## src/rtl/ntt_butterfly_pipe_pkg.sv

```systemverilog
// Shared Kyber constants and types for the NTT butterfly datapath.
// Coefficients are 16-bit signed, Montgomery products are 32-bit signed.
package ntt_butterfly_pipe_pkg;

  localparam int KYBER_Q = 3329;
  localparam int QINV    = -3327;
  localparam int COEF_W  = 16;
  localparam int PROD_W  = 32;

  typedef logic signed [COEF_W-1:0] coef_t;
  typedef logic signed [PROD_W-1:0] prod_t;

  typedef enum logic {
    MODE_CT = 1'b0,
    MODE_GS = 1'b1
  } bfly_mode_e;

  // 16-bit two's-complement wrap of a sum or difference of two coefficients
  function automatic coef_t coef_add(input coef_t x, input coef_t y);
    return x + y;
  endfunction

  function automatic coef_t coef_sub(input coef_t x, input coef_t y);
    return x - y;
  endfunction

endpackage

```

## src/rtl/ntt_butterfly_pipe_mont_reduce.sv

```systemverilog
// Combinational Montgomery reduction: returns a*2^-16 mod q in (-q, q)
// for a 32-bit signed input, matching the Kyber reference montgomery_reduce.
module mont_reduce
  import ntt_butterfly_pipe_pkg::*;
#(
  parameter int KYBER_Q = ntt_butterfly_pipe_pkg::KYBER_Q,
  parameter int QINV    = ntt_butterfly_pipe_pkg::QINV
) (
  input  logic signed [PROD_W-1:0] i_a,
  output logic signed [COEF_W-1:0] o_r
);

  coef_t w_t;
  prod_t w_tq;
  prod_t w_diff;

  // Only the low half of a*QINV matters; it makes the low 16 bits of a - t*q zero.
  assign w_t    = coef_t'(i_a[COEF_W-1:0] * 16'(QINV));
  assign w_tq   = 32'(w_t) * 32'(KYBER_Q);
  assign w_diff = i_a - w_tq;
  assign o_r    = w_diff[PROD_W-1:COEF_W];

endmodule

```

## src/rtl/ntt_butterfly_pipe.sv

```systemverilog
// Three-stage CT/GS NTT butterfly with valid/ready flow control:
// S1 pre-add (GS), S2 twiddle multiply, S3 Montgomery reduce and post-add (CT).
module ntt_butterfly_pipe
  import ntt_butterfly_pipe_pkg::*;
#(
  parameter int KYBER_Q = ntt_butterfly_pipe_pkg::KYBER_Q,
  parameter int QINV    = ntt_butterfly_pipe_pkg::QINV
) (
  input  logic                     i_clk,
  input  logic                     i_rst_n,
  input  logic                     i_in_valid,
  output logic                     o_in_ready,
  input  logic                     i_mode,
  input  logic signed [COEF_W-1:0] i_a,
  input  logic signed [COEF_W-1:0] i_b,
  input  logic signed [COEF_W-1:0] i_zeta,
  output logic                     o_out_valid,
  input  logic                     i_out_ready,
  output logic signed [COEF_W-1:0] o_out0,
  output logic signed [COEF_W-1:0] o_out1
);

  logic       r_v1, r_v2, r_v3;
  bfly_mode_e r_mode1, r_mode2;
  coef_t      r_zeta1, r_x1, r_y1;
  coef_t      r_x2;
  prod_t      r_prod2;
  coef_t      r_out0, r_out1;
  logic [1:0] r_occ;

  logic       w_ld1, w_ld2, w_ld3;
  logic       w_in_xfer, w_out_xfer;
  bfly_mode_e w_mode_in;
  coef_t      w_x_in, w_y_in;
  prod_t      w_prod;
  coef_t      w_t;
  coef_t      w_out0_next, w_out1_next;

  // A stage loads when it is empty or its content moves on this cycle.
  assign w_ld3 = !r_v3 || i_out_ready;
  assign w_ld2 = !r_v2 || w_ld3;
  assign w_ld1 = !r_v1 || w_ld2;

  assign o_in_ready  = w_ld1;
  assign o_out_valid = r_v3;
  assign o_out0      = r_out0;
  assign o_out1      = r_out1;

  assign w_in_xfer  = i_in_valid && w_ld1;
  assign w_out_xfer = r_v3 && i_out_ready;

  assign w_mode_in = bfly_mode_e'(i_mode);

  always_comb begin
    w_x_in = i_a;
    w_y_in = i_b;
    if (w_mode_in == MODE_GS) begin
      w_x_in = coef_add(i_a, i_b);
      w_y_in = coef_sub(i_b, i_a);
    end
  end

  always_ff @(posedge i_clk or negedge i_rst_n) begin
    if (!i_rst_n) begin
      r_v1    <= 1'b0;
      r_mode1 <= MODE_CT;
      r_zeta1 <= '0;
      r_x1    <= '0;
      r_y1    <= '0;
    end else if (w_ld1) begin
      r_v1 <= i_in_valid;
      if (i_in_valid) begin
        r_mode1 <= w_mode_in;
        r_zeta1 <= i_zeta;
        r_x1    <= w_x_in;
        r_y1    <= w_y_in;
      end
    end
  end

  assign w_prod = 32'(r_zeta1) * 32'(r_y1);

  always_ff @(posedge i_clk or negedge i_rst_n) begin
    if (!i_rst_n) begin
      r_v2    <= 1'b0;
      r_mode2 <= MODE_CT;
      r_x2    <= '0;
      r_prod2 <= '0;
    end else if (w_ld2) begin
      r_v2 <= r_v1;
      if (r_v1) begin
        r_mode2 <= r_mode1;
        r_x2    <= r_x1;
        r_prod2 <= w_prod;
      end
    end
  end

  mont_reduce #(
    .KYBER_Q (KYBER_Q),
    .QINV    (QINV)
  ) u_mont_reduce (
    .i_a (r_prod2),
    .o_r (w_t)
  );

  always_comb begin
    w_out0_next = r_x2;
    w_out1_next = w_t;
    if (r_mode2 == MODE_CT) begin
      w_out0_next = coef_add(r_x2, w_t);
      w_out1_next = coef_sub(r_x2, w_t);
    end
  end

  always_ff @(posedge i_clk or negedge i_rst_n) begin
    if (!i_rst_n) begin
      r_v3   <= 1'b0;
      r_out0 <= '0;
      r_out1 <= '0;
    end else if (w_ld3) begin
      r_v3 <= r_v2;
      if (r_v2) begin
        r_out0 <= w_out0_next;
        r_out1 <= w_out1_next;
      end
    end
  end

  // Items in flight; never exceeds the three stage slots.
  always_ff @(posedge i_clk or negedge i_rst_n) begin
    if (!i_rst_n) begin
      r_occ <= 2'd0;
    end else begin
      case ({w_in_xfer, w_out_xfer})
        2'b10:   r_occ <= r_occ + 2'd1;
        2'b01:   r_occ <= r_occ - 2'd1;
        default: r_occ <= r_occ;
      endcase
    end
  end

  a_occ_matches_valids : assert property (
    @(posedge i_clk) disable iff (!i_rst_n)
      r_occ == (2'(r_v1) + 2'(r_v2) + 2'(r_v3))
  );

endmodule

```

## config.mk

```make
export PLATFORM = sky130hd
export DESIGN_NAME = ntt_butterfly_pipe
export DESIGN_NICKNAME = d
export VERILOG_FILES = /design/src/rtl/ntt_butterfly_pipe_pkg.sv /design/src/rtl/ntt_butterfly_pipe_mont_reduce.sv /design/src/rtl/ntt_butterfly_pipe.sv
export SDC_FILE = /design/constraint.sdc
export NUM_CORES = 1
export LEC_CHECK = 0
export ABC_AREA = 1
export ABC_CLOCK_PERIOD_IN_PS = 9700
export CORE_MARGIN = 3
export CORE_UTILIZATION = 44
export CTS_CLUSTER_SIZE = 25
export DETAILED_ROUTE_END_ITERATION = 10
export SLEW_MARGIN = 20
export SYNTH_ARGS = -nofsm -noshare
export SYNTH_HDL_FRONTEND = slang
export SYNTH_SLANG_ARGS = --single-unit
```

## constraint.sdc

```tcl
create_clock -name i_clk -period 9.7 [get_ports i_clk]
set_input_delay 1.455 -clock i_clk [delete_from_list [all_inputs] [get_ports i_clk]]
set_output_delay 1.455 -clock i_clk [all_outputs]
set_load 0.05 [all_outputs]
```

**After elaboration in Yosys (flattened, before gate mapping)**

Cells that the tools add are included.

- Input bits: 53
- Bits in registers: 133
- Output and inout port bits: 34
- Logic and storage cells: 33

- $mul: 3
- Add/sub/neg operators: 5
- Reduce and logical (&&, ||, !) cells: 9
- Multiplexer cells: 4

Operator list:

| cell | count |
|---|---|
| two-way mux 16 bit | 4 |
| adder 16 bit | 2 |
| multiplier 16 x 16 -> 32 bit | 1 |
| subtractor 16 bit | 2 |
| subtractor 32 bit | 1 |
| multiplier 16 x 13 -> 29 bit, second input constant | 1 |
| multiplier 16 x 13 -> 16 bit, second input constant | 1 |
| AND reduction 2 bit | 3 |
| zero test 1 bit | 3 |
| logical OR 1 bit | 3 |

**Longest topological paths before layout**

- Word-level depth: 5
- Depth in mapped cells: 57
- Depth with buffers taken out: 57

**Modules after synthesis**

From an unflattened synthesis, not the netlist that was laid out.

- Cell total of the unflattened synthesis: 3512
- Area, all modules: 25199.2 um2

By module, submodules not included:

| module | sequential area each (um2) | cells an instance | area an instance (um2) | times used |
|---|---|---|---|---|
| ntt_butterfly_pipe | 3328.2 | 2714 | 19688.9 | 1 |
| mont_reduce | 0.0 | 798 | 5510.3 | 1 |

**Worst setup path before layout**

Ideal clock, no wire load.

- Kind: reg2reg
- Start: register r_prod2[4]
- End: register r_out1[15] (netlist: o_out1[15])
- Period minus slack after synthesis: 9.629 ns
- Arrival: 9.555 ns
- Setup time: 0.073 ns
- Stages on the path, launching flop included: 52
- Data required time: 9.627 ns
- Buffers on the path: 1
- Path slack: 0.071 ns
- Cell sequence: dfrtp_1 -> ha_1 -> fa_1 -> inv_1 -> fa_1 -> inv_1 -> fa_1 -> ha_1 -> ha_1 -> ha_1 -> nand2_1 -> nor2_1 -> nor2_1 -> inv_1 -> nand2_1 -> nand2_2 -> nand2_2 -> inv_1 -> (+16 left out) -> nor2_1 -> nand2_1 -> nor3_1 -> a21oi_4 -> xor2_1 -> inv_2 -> ha_1 -> clkbuf_1 -> inv_1 -> a21oi_1 -> inv_1 -> a31oi_1 -> nor2_1 -> o21ai_0 -> nand2_4 -> nand3_1 -> nand3_2 -> a21oi_2

- Longest elaborated chain between the ends: 5

RTL lines:

| element | RTL line | text |
|---|---|---|
| start: declaration | ntt_butterfly_pipe.sv:27 | `prod_t r_prod2;` |
| start signal: assignment | ntt_butterfly_pipe.sv:94 | `r_prod2 <= w_prod;` |
| multiplier 16 x 13 -> 16 bit | ntt_butterfly_pipe_mont_reduce.sv:18 | `assign w_t = coef_t'(i_a[COEF_W-1:0] * 16'(QINV));` |
| multiplier 16 x 13 -> 29 bit | ntt_butterfly_pipe_mont_reduce.sv:19 | `assign w_tq = 32'(w_t) * 32'(KYBER_Q);` |
| subtractor 32 bit * | ntt_butterfly_pipe_mont_reduce.sv:20 | `assign w_diff = i_a - w_tq;` |
| subtractor 16 bit | ntt_butterfly_pipe_pkg.sv:24 | `return x - y;` |
| two-way mux 16 bit * | ntt_butterfly_pipe.sv:110 | `if (r_mode2 == MODE_CT) begin` |
| end signal: assignment | ntt_butterfly_pipe.sv:125 | `r_out1 <= w_out1_next;` |
| end: declaration | ntt_butterfly_pipe.sv:28 | `coef_t r_out0, r_out1;` |

Mark *: on every way between the ends. The rest lies on a longest branch, timed or not.
A chain may end at the register's enable or synchronous reset.

**Final worst setup path**

- Start: register r_prod2[4]
- End: register r_out0[15] (netlist: o_out0[15])

- Longest elaborated chain between the ends: 5

RTL lines:

| element | RTL line | text |
|---|---|---|
| multiplier 16 x 13 -> 16 bit | ntt_butterfly_pipe_mont_reduce.sv:18 |  |
| multiplier 16 x 13 -> 29 bit | ntt_butterfly_pipe_mont_reduce.sv:19 |  |
| subtractor 32 bit * | ntt_butterfly_pipe_mont_reduce.sv:20 |  |
| adder 16 bit * | ntt_butterfly_pipe_pkg.sv:20 | `return x + y;` |
| two-way mux 16 bit * | ntt_butterfly_pipe.sv:110 |  |
| end signal: assignment | ntt_butterfly_pipe.sv:124 | `r_out0 <= w_out0_next;` |
| end: declaration | ntt_butterfly_pipe.sv:28 |  |

Marks and branches as above.

==> flow_summary.ini <==
[die]
die_area_sq_um = 53700
rows = 82
start_util = 0.446
ioPinCount = 87
core-area_sq_um = 50300
dieWidth_um = 232
fp.dieH_um = 232

[worst_setup_path]
cpMostUsedCell = nand2_1
start_kind = flop
arrival_ns = 9.63
cp_top_family = adder cells
endpoint_kind = flop
critPathMaxStageDelay_ns = 0.48
cp_max_fo = 5
r2r-start = r_prod2[4]
cpMaxStageDelayCell = fa_1
critPathLaunch = r_prod2[4]
crit_required_ns = 10.06
crit_type = flop to flop
crit_buf_inv = 5

[routing]
firstDrtPassIters = 5
routedWlPerCell_um = 16.6
route.detailed.drc = 0
vias_per_cell = 5.05
drtIter0Drc = 823
wirelength_um = 59400
antenna_left = 0
vias = 18038

[yosys]
syn_inst = 2861
synth-compound-area-share = 0.102
synth.most_common_cell = inv_1
syn_area_sq_um = 22400
yosys.area_share.adder = 0.414
ys_warn_count = 0
synth-seq-area-share = 0.148
netlist_top_cells_area = fa_1 (27%), dfrtp_1 (15%), ha_1 (15%)
syn_nets = 3476
synth_common_cells = inv_1 (663), nand2_1 (626), fa_1 (301)
synth_cell_types = 60
synth_top_family_by_area = adder cells
async_flop_share = 1.00
yosys.area.top_type = fa_1
synth-xor-area-share = 0.0359
yosys.area.top_type_share = 0.269
ys_ff_latch = 133
synth_edf_count = 0
synthSimpleGateAreaFrac = 0.166
synth.area.mux_share = 0
avgSynthCellArea_sq_um = 7.84
synthFlopType = dfrtp_1

[timing]
slew_headroom = 0.380
hold_violations = 0
max_freq_mhz = 108
drv_slew = 0
worst_slew_pin_slew_ns = 0.929
fin_crit_ns = 9.27
setup_viol = 0
grt_setup_unrepaired = yes
fin_ws_ns = 0.432
period_share = 0.955
fin_worst_skew_ns = 0.0197

[clock_network]
clock_latency_ns = 0.47
htreeDepth = 4
clock_sinks = 133
cts_buffer_depth = 2
cts_hold_buffers = 0
clk_pin_slew_ns = 0.07
cts_tree = done
cts_buffers = 17
cts_root_buf = clkbuf_16

[place]
gp_congestion = 0.911
io_buffers = 86
place_ws_ns = -0.144
dp_hpwl_um = 48200

[global_route]
antenna_found_initial = 0
grt_max_degree = 74
track_usage = 0.228
grt_pass1_wl_um = 97600
grt-ovfl-total = 0
grt_pass1_vias = 18852

[finish]
drive_above_1_share = 0.0738
nets = 3502
area_growth_syn_to_layout_pct = 10.8
insertedDiodeCount = 0
final_util = 0.494

[min_path]
worstHoldPathType = flop to flop
hold_start = r_x1[2]

[job]
drv_cap = 0

[outcome]
status = completed
## state kept, by name, indices dropped and copies added, names as in the netlist
signal / flops
o_out0: 16
r_v2: 1
r_mode1: 1
r_x1: 16
o_out_valid: 1
o_out1: 16
r_mode2: 1
r_prod2: 32
r_y1: 16
r_x2: 16
r_zeta1: 16
r_v1: 1
## metrics by stage
| stage | hold WS, ns | area [sq um] | TNS [ns] | std cells |
|---|---|---|---|---|
| 3_5_place_dp | 0.463 | 23900 | -0.144 | 3533 |
| 5_1_grt | 0.498 | 24900 | -0.0330 | 3572 |
| 4_1_cts | 0.473 | 24400 | 0 | 3565 |
| 3_3_place_gp | 0.453 | 23900 | 0 | 3533 |
| 2_1_floorplan | 0.442 | 22400 | 0 | 2861 |
| 6_report | 0.473 | 24900 | 0 | 3572 |
## layout by cell type, fill, tap and decap left out, drive strengths merged, types with 3 or more instances in the layout
master         synthesis  final
nor2                 119    119
a21boi                 4      4
ha                   261    261
o21ai                158    158
o21a                   5      5
nor4                   4      4
nor3                  17     17
clkinv                 5      8
nand3                 69     69
a221oi                 3      3
nand4                  7      7
nand2                645    645
buf                   10     30
clkbuf                98     18
inv                  679    689
fa                   301    301
a21oi                157    157
xnor2                 29     29
xor2                  62     62
clkdlybuf4s50          0     85
a211oi                 4      4
o22ai                  4      4
a21o                   8      8
o21bai                 5      5
o221ai                15     15
or2                   19     19
dfrtp                133    133
o311ai                 3      3
o211ai                 7      7
a31oi                 15     15
o31ai                  5      5
## timing repair
| item | in CTS | in global routing |
|---|---|---|
| resized for setup | 5 | 66 |
| pin swaps | 0 | 21 |
| setup endpoints to repair | 1 | 16 |
| gates cloned | 0 | 0 |
| buffers inserted | 0 | 7 |
## cell families after synthesis
| kind of cell | after synthesis |
|---|---|
| compound gates | 397 |
| xor+xnor | 91 |
| fa+ha+maj | 562 |
| buf+inv | 792 |
| flops | 133 |
| simple gates | 886 |
## worst reg2reg max path, delay by kind of cell, from the launching register on
| family | cells | cell delay [ns] |
|---|---|---|
| adders and majority gates | 12 | 4.18 |
| AOI/OAI and AO/OA | 12 | 1.85 |
| and+or+nand+nor | 21 | 1.75 |
| xor gates and xnor gates | 2 | 0.53 |
| buffers and inverters | 5 | 0.43 |
| DFF | 1 | 0.42 |
## metal layers
metal	share of wire	global-route usage	vias up	routed length [um]
met5	0	0	-	0
met4	0.021	0.0600	0	1250
met3	0.035	0.0266	77	2110
met2	0.49	0.389	360	28900
met1	0.46	0.308	8848	27100
li1	-	-	8753	-
## final timing paths
check / slack [ns] / end / depth (start not counted)
max: 0.43 / o_out0[15] / 52
min: 0.47 / r_x2[2] / 2
max reg2reg: 0.43 / o_out0[15] / 52
min reg2reg: 0.47 / r_x2[2] / 2
max in group asynchronous: 7.30 / r_prod2[5] / 2
min in group asynchronous: 1.03 / r_zeta1[14] / 1
## area by class of cell
type	instances	area (sq um)
clock buffers	18	429
multi-input cells	1936	16500
well taps	672	841
repair buffers	115	1080
flip-flops and latches	133	3330
inverters	684	2570
fillers	4979	25400
clock inverters	14	133
Power is left out: the tool's default activity adds up to more than one toggle a clock period on the data nets, which glitch-free logic cannot reach.
